--- config.mk ---
export PLATFORM = sky130hd
export DESIGN_NAME = etapa1_bram_writer_flat
export DESIGN_NICKNAME = d
export VERILOG_FILES = /design/src/rtl/etapa_pkg.sv /design/src/rtl/etapa1_bram_writer_if.sv /design/src/rtl/etapa1_bram_writer.sv /design/src/flat_wrapper.sv
export SDC_FILE = /design/constraint.sdc
export NUM_CORES = 1
export LEC_CHECK = 0
export CAP_MARGIN = 10
export CORE_MARGIN = 1
export CORE_UTILIZATION = 41
export CTS_CLUSTER_DIAMETER = 100
export DETAILED_ROUTE_END_ITERATION = 10
export HOLD_SLACK_MARGIN = 0.12
export PLACE_DENSITY = 0.72
export SYNTH_ARGS = -nofsm -noshare
export SYNTH_HDL_FRONTEND = slang
export SYNTH_SLANG_ARGS = --single-unit
--- constraint.sdc ---
create_clock -name clk -period 1.63 [get_ports clk]
set_input_delay 0.326 -clock clk [delete_from_list [all_inputs] [get_ports clk]]
set_output_delay 0.326 -clock clk [all_outputs]
set_load 0.01 [all_outputs]
--- src/rtl/etapa_pkg.sv ---
// Shared stage-1/stage-2 constants and the writer FSM state type.
package etapa_pkg;
  localparam int DATA_W  = 17;
  localparam int ADDR_W  = 8;
  localparam int N_WORDS = 144;

  typedef enum logic [1:0] {IDLE, FILL, DONE, HOLD} wr_state_t;
endpackage

--- src/rtl/etapa1_bram_writer_if.sv ---
// Sample stream (valid/ready) and BRAM port-A write bus used by the stage-1 writer.
interface etapa_stream_if;
  import etapa_pkg::*;
  logic              s_valid;
  logic              s_ready;
  logic [DATA_W-1:0] s_data;
  logic              s_last;

  modport master (output s_valid, output s_data, output s_last, input s_ready);
  modport slave  (input s_valid, input s_data, input s_last, output s_ready);
endinterface

interface etapa_bram_if;
  import etapa_pkg::*;
  logic              wea;
  logic [ADDR_W-1:0] addra;
  logic [DATA_W-1:0] dina;

  modport master (output wea, output addra, output dina);
  modport slave  (input wea, input addra, input dina);
endinterface

--- src/rtl/etapa1_bram_writer.sv ---
// Fills one frame of N_WORDS samples into BRAM port A, then holds the buffer until
// the consumer has started and released it.
module etapa1_bram_writer
  import etapa_pkg::*;
(
  input  logic           clk,
  input  logic           reset,
  etapa_stream_if.slave  s,
  etapa_bram_if.master   bram,
  input  logic           busy,
  output logic           data_done,
  output logic           frame_err
);
  localparam logic [ADDR_W-1:0] LAST_ADDR = ADDR_W'(N_WORDS - 1);

  wr_state_t         state_q, state_d;
  logic [ADDR_W-1:0] wr_cnt_q, wr_cnt_d;
  logic              wea_q, wea_d;
  logic [ADDR_W-1:0] addra_q, addra_d;
  logic [DATA_W-1:0] dina_q, dina_d;
  logic              data_done_q, data_done_d;
  logic              frame_err_q, frame_err_d;
  logic              accept;
  logic              is_final;

  always_ff @(posedge clk or posedge reset) begin
    if (reset) state_q <= IDLE;
    else       state_q <= state_d;
  end

  always_comb begin
    state_d = state_q;
    case (state_q)
      IDLE: if (!busy) state_d = FILL;
      FILL: begin
        if (accept) begin
          if (is_final)      state_d = DONE;
          else if (s.s_last) state_d = IDLE;
        end
      end
      DONE: state_d = HOLD;
      HOLD: if (busy) state_d = IDLE;
      default: state_d = IDLE;
    endcase
  end

  // A final word without s_last and an early s_last are both flagged; only the former completes.
  always_comb begin
    s.s_ready   = (state_q == FILL);
    accept      = s.s_valid && (state_q == FILL);
    is_final    = (wr_cnt_q == LAST_ADDR);
    wea_d       = accept;
    addra_d     = accept ? wr_cnt_q : addra_q;
    dina_d      = accept ? s.s_data : dina_q;
    frame_err_d = accept && (is_final ? !s.s_last : s.s_last);
    data_done_d = (state_q == DONE);
    wr_cnt_d    = wr_cnt_q;
    if (state_q == IDLE) wr_cnt_d = '0;
    else if (accept)     wr_cnt_d = wr_cnt_q + 1'b1;
  end

  always_ff @(posedge clk or posedge reset) begin
    if (reset) begin
      wr_cnt_q    <= '0;
      wea_q       <= 1'b0;
      addra_q     <= '0;
      dina_q      <= '0;
      data_done_q <= 1'b0;
      frame_err_q <= 1'b0;
    end else begin
      wr_cnt_q    <= wr_cnt_d;
      wea_q       <= wea_d;
      addra_q     <= addra_d;
      dina_q      <= dina_d;
      data_done_q <= data_done_d;
      frame_err_q <= frame_err_d;
    end
  end

  assign bram.wea   = wea_q;
  assign bram.addra = addra_q;
  assign bram.dina  = dina_q;
  assign data_done  = data_done_q;
  assign frame_err  = frame_err_q;
endmodule

--- src/flat_wrapper.sv ---
// flat-port wrapper written by rule: the top's interface ports become plain ports
module etapa1_bram_writer_flat import etapa_pkg::*;
  (clk, reset, busy, data_done, frame_err, s_s_valid, s_s_data, s_s_last, s_s_ready, bram_wea, bram_addra, bram_dina);
  etapa_stream_if s_i ();
  etapa_bram_if bram_i ();
  input  logic clk;
  input  logic reset;
  input  logic busy;
  output logic data_done;
  output logic frame_err;
  input wire logic [$bits(s_i.s_valid)-1:0] s_s_valid;
  input wire logic [$bits(s_i.s_data)-1:0] s_s_data;
  input wire logic [$bits(s_i.s_last)-1:0] s_s_last;
  output wire logic [$bits(s_i.s_ready)-1:0] s_s_ready;
  output wire logic [$bits(bram_i.wea)-1:0] bram_wea;
  output wire logic [$bits(bram_i.addra)-1:0] bram_addra;
  output wire logic [$bits(bram_i.dina)-1:0] bram_dina;
  assign s_i.s_valid = s_s_valid;
  assign s_i.s_data = s_s_data;
  assign s_i.s_last = s_s_last;
  assign s_s_ready = s_i.s_ready;
  assign bram_wea = bram_i.wea;
  assign bram_addra = bram_i.addra;
  assign bram_dina = bram_i.dina;
  etapa1_bram_writer u_core (.clk(clk), .reset(reset), .s(s_i), .bram(bram_i), .busy(busy), .data_done(data_done), .frame_err(frame_err));
endmodule
Word level (Yosys, flattened, before mapping). Index checks and enable logic that the tools add are counted.

Bits in registers: 38. Input bits: 22. Output and inout port bits: 29. Word-level logic and storage cells: 31.

Eq/ne operators: 8. Add/subtract/negate cells: 1. Mux-type cells: 9. Reduce and logical (&&, ||, !) cells: 6.

Operator list (count): $mux 8 (2); $mux 2 (5); $add 8x1->8 const B (1); $eq 8x8->1 const B (1); $pmux 2 s4 (1); $eq 2x2->1 const B (2); $ne 2x2->1 const B (2); $reduce_and 4->1 (1); $ne 3x2->1 const B (1); $eq 2x1->1 const B (1); $logic_and 1x1->1 (2); $logic_not 2->1 (1); $ne 2x1->1 const B (1); $reduce_bool 2->1 (1); $logic_not 1->1 (1); $mux 1 (1).

Logic depth before layout (Yosys ltp).
Depth in word-level cells: 4. Depth in mapped cells: 6. Mapped depth without buffers: 6.

Worst setup path after synthesis. Ideal clock, no wire load.

Kind: reg2reg. Start: reg u_core.wr_cnt_q[0]. End: reg with a tool-made name. Path slack: -0.134 ns. Clock period less this slack: 1.764 ns. Stages on the path, launching flop included: 6. Data arrival time: 1.660 ns. Library setup time: 0.104 ns. Path through: dfrtp_1 > ha_1 > nand3_2 > or4_4 > ha_1 > o41ai_2.

RTL lines: start: declaration (line etapa1_bram_writer.sv:17) `logic [ADDR_W-1:0] wr_cnt_q, wr_cnt_d;`; start signal: assignment (line etapa1_bram_writer.sv:71) `wr_cnt_q <= wr_cnt_d;`.

Worst setup path in the final report.
Start: reg u_core.wr_cnt_q[0]. End: reg u_core.state_q[0].

Longest elaborated chain between the ends: 4.

Ends and longest elaborated chain: $eq 8x8->1 * (line etapa1_bram_writer.sv:51) `is_final = (wr_cnt_q == LAST_ADDR);`; $mux 2 (line etapa1_bram_writer.sv:37) `if (is_final) state_d = DONE;`; $mux 2 (line etapa1_bram_writer.sv:36) `if (accept) begin`; $pmux 2 s4 (line etapa1_bram_writer.sv:33) `case (state_q)`; end signal: assignment (line etapa1_bram_writer.sv:28) `else state_q <= state_d;`; end: declaration (line etapa1_bram_writer.sv:16) `wr_state_t state_q, state_d;`.

Every way passes the cells marked *; elsewhere a longest branch is shown, timed or not. The select of a mux whose other input is x is not followed. A chain may end at the register's enable or synchronous reset.

==> impl_metrics.csv <==
group,metric,value,unit
layout,drive_gt1_frac,0.179,
clocking,root_buffer,"clkbuf_8",
detailed_routing,drtAntennaViolNets,0,
floorplan,fp.coreArea,3690,um^2
place,port_buffers,50,
place,hpwl,2.48,mm
detailed_routing,drt_pre_antenna_iters,4,
floorplan,io_pins,51,
sta,fmax,0.617,GHz
layout,utilization,0.658,
global_route,grt_max_degree,39,
layout,fin_nets,263,
critical_path,critPathCapture,"u_core.state_q[0]$_DFFE_PP0P_",
sta,clock_skew,5.13,ps
place,gp_congestion,0.843,
logic_synthesis,synth_seq_cells,38,
sta,setup_viol,0,
clocking,clockBufferDepth,2,
critical_path,startpoint,"u_core.wr_cnt_q[0]$_DFFE_PP0P_",
logic_synthesis,synth_area_per_cell,9.41,um^2
logic_synthesis,yosys.cell_types.count,26,
place,place_area,2270,um^2
detailed_routing,drc,0,
worst_hold_path,hp-class,"input port to async pin",
detailed_routing,wl_per_cell,11.8,um
global_route,antenna_found_initial,0,
critical_path,r2r_end,"u_core.state_q[0]$_DFFE_PP0P_",
pwr,cellPowerDensity,1010,nW/um^2
floorplan,std_cell_rows,22,
layout,final_cell_mix,"nand2_1 (86), clkdlybuf4s50_1 (49), dfrtp_1 (36)",
logic_synthesis,syn_inst,168,
layout,final_common_cell,"nand2_1",
layout,synthToLayoutAreaGrowth,53.6,%
global_route,grt-ovfl-total,0,
layout,fill_cells,327,
logic_synthesis,synth_seq_area_share,0.601,
layout,antenna_cells,0,
clocking,ctsHoldBuffers,0,
logic_synthesis,yosys_warnings,0,
clocking,htreeDepth,2,
sta,max_slew.worst_pin.slew,357,ps
layout,final_area,2430,um^2
floorplan,die_w,64.1,um
pwr,p_leak,1.18,nW
detailed_routing,via_count,1355,
sta,finalWorstSetupSlack,9.44,ps
critical_path,r2r_slack,9,ps
critical_path,cp_max_fo,2,
sta,fin_crit,1620,ps
detailed_routing,viasPerCell,4.70,
sta,hold_viol_final,0,
logic_synthesis,mappedNetlistArea,1580,um^2
pwr,combPwrFrac,0.267,
floorplan,start_util,0.429,
critical_path,start_kind,"flop",
detailed_routing,drtIter0Drc,45,
pwr,switchingPower,0.000660,W
sta,rsz0062_at_grt,"yes",
layout,multi_input_area,624,um^2
clocking,clock_latency,280,ps
pwr,p_sw_frac,0.270,
critical_path,r2r_cells,6,
global_route,grt_pass1_wl,5.93,mm
pwr,seqPwrFrac,0.470,
logic_synthesis,syn_nets,192,
critical_path,worst-setup-path-type,"flop to flop",
layout,ff_latch_area,953,um^2
critical_path,worst_setup_path_end_kind,"flop",
clocking,cts_tree,"yes",
sta,relSlewSlack,0.759,
pwr,pwr-share-clk,0.263,
detailed_routing,totalWireLength,3.41,mm
sta,slew_violations,0,
clocking,cts-buffers-inserted,5,
global_route,track_usage,0.190,
pwr,power,0.00244,W
job,drv_cap,0,
sta,finalCritPeriodShare,0.994,
critical_path,r2r_start,"u_core.wr_cnt_q[0]$_DFFE_PP0P_",
clocking,cts.clk_slew.worst_paths,70,ps
place,place_ws,-177,ps
global_route,grt_pass1_vias,1327,
critical_path,arrival,1780,ps
floorplan,die_y,64.1,um
pwr,ir_drop,0.556,mV
critical_path,worst-endpoint-required,1790,ps
floorplan,dieArea,4110,um^2
clocking,cts.sink_count,38,
pwr,intPower,0.00178,W
run_status,status,"finished, final reports clean",
## cell families (layout without fill, tap and decap cells)
logic type | after synthesis | count (layout) | share of synthesized area
AO/OA/AOI/OAI | 11 | 11 | 0.0562
multiplexers | 3 | 3 | 0.0198
adder cells (fa/ha/maj) | 2 | 2 | 0.0158
AND/OR/NAND/NOR | 103 | 103 | 0.276
flip-flops | 38 | 38 | 0.601
buffers and inverters | 11 | 83 | 0.0309
## repair_timing
action,4_1_cts,5_1_grt
pin swaps,0,2
setup endpoints to repair,2,6
buffers inserted,2,2
resized for setup,4,8
## sequential cells by signal, summed over array words and instances (netlist names), named ones only
name	flops
u_core.wr_cnt_q	8
u_core.data_done	1
u_core.bram.dina	17
u_core.bram.addra	8
u_core.state_q	1
u_core.bram.wea	1
u_core.frame_err	1
## cells in the mapped netlist
cell type / number / area (um^2)
nand2_1: 86 / 323
dfrtp_1: 38 / 951
buf_2: 6 / 30.0
nand3_1: 4 / 20.0
inv_1: 3 / 11.3
o211ai_1: 3 / 22.5
clkbuf_1: 2 / 7.51
ha_1: 2 / 25.0
mux2i_1: 2 / 20.0
nand2b_1: 2 / 12.5
nor2_1: 2 / 7.51
nor2b_1: 2 / 12.5
o21ai_0: 2 / 10.0
o31ai_1: 2 / 15.0
a22oi_1: 1 / 7.51
and2_1: 1 / 6.26
mux2_2: 1 / 11.3
nand3_2: 1 / 10.0
nand3b_1: 1 / 7.51
nor4_2: 1 / 12.5
o311ai_0: 1 / 8.76
o41ai_1: 1 / 8.76
o41ai_2: 1 / 16.3
or2_2: 1 / 6.26
or4_1: 1 / 7.51
or4_4: 1 / 11.3
## through the flow
step                      hold slack [ps]  TNS, ps  cells
after floorplan                       431        0    168
after global placement                458     -300    276
after detailed placement              461     -548    276
after CTS                             393    -5.71    286
after global routing                  436     -184    288
final                                 396        0    288
## metal layers
metal / up-vias / GRT usage / wire length (um)
li1: 679 / - / -
met3: 0 / 0.0536 / 149
met2: 37 / 0.338 / 1820
met4: 0 / 0.0417 / 0
met1: 639 / 0.228 / 1440
met5: - / 0 / 0
## worst max-delay path, stage by stage, from the launching register on
cell     delay [ps]
dfrtp_1         370
ha_2            200
nand3_2          80
or4_4           460
ha_4            190
o21ai_2         130
a22oi_2          60
## cell type report
cell class	instances	share of cell area
Sequential cell	38	0.393
Multi-Input combinational cell	119	0.257
Inverter	3	0.00464
Timing Repair Buffer	72	0.283
Tap cell	48	0.0247
Clock inverter	1	0.00206
Clock buffer	7	0.0355
## power by group through the flow
stage          Clock, W  Combinational (W)  Sequential, W
2_1_floorplan         0           0.000201        0.00122
3_3_place_gp          0           0.000612        0.00117
5_1_grt        0.000712           0.000719        0.00117
3_5_place_dp          0           0.000629        0.00117
4_1_cts        0.000667           0.000639        0.00115
6_report       0.000643           0.000652        0.00115
## worst min path at each step
| stage | from | endpoint | slack, ps | depth (start not counted) |
|---|---|---|---|---|
| 2_1_floorplan | s_s_data[0] | u_core.bram.dina[0]$_DFFE_PP0P_ | 430 | 2 |
| 3_5_place_dp | u_core.bram.dina[11]$_DFFE_PP0P_ | u_core.bram.dina[11]$_DFFE_PP0P_ | 460 | 2 |
| 4_1_cts | reset | u_core.bram.dina[3]$_DFFE_PP0P_ | 390 | 3 |
| 5_1_grt | reset | u_core.wr_cnt_q[0]$_DFFE_PP0P_ | 440 | 3 |
| 6_report | reset | u_core.bram.dina[3]$_DFFE_PP0P_ | 400 | 3 |
| 3_3_place_gp | u_core.bram.dina[1]$_DFFE_PP0P_ | u_core.bram.dina[1]$_DFFE_PP0P_ | 460 | 2 |
Power figures use the tool's default switching activity.
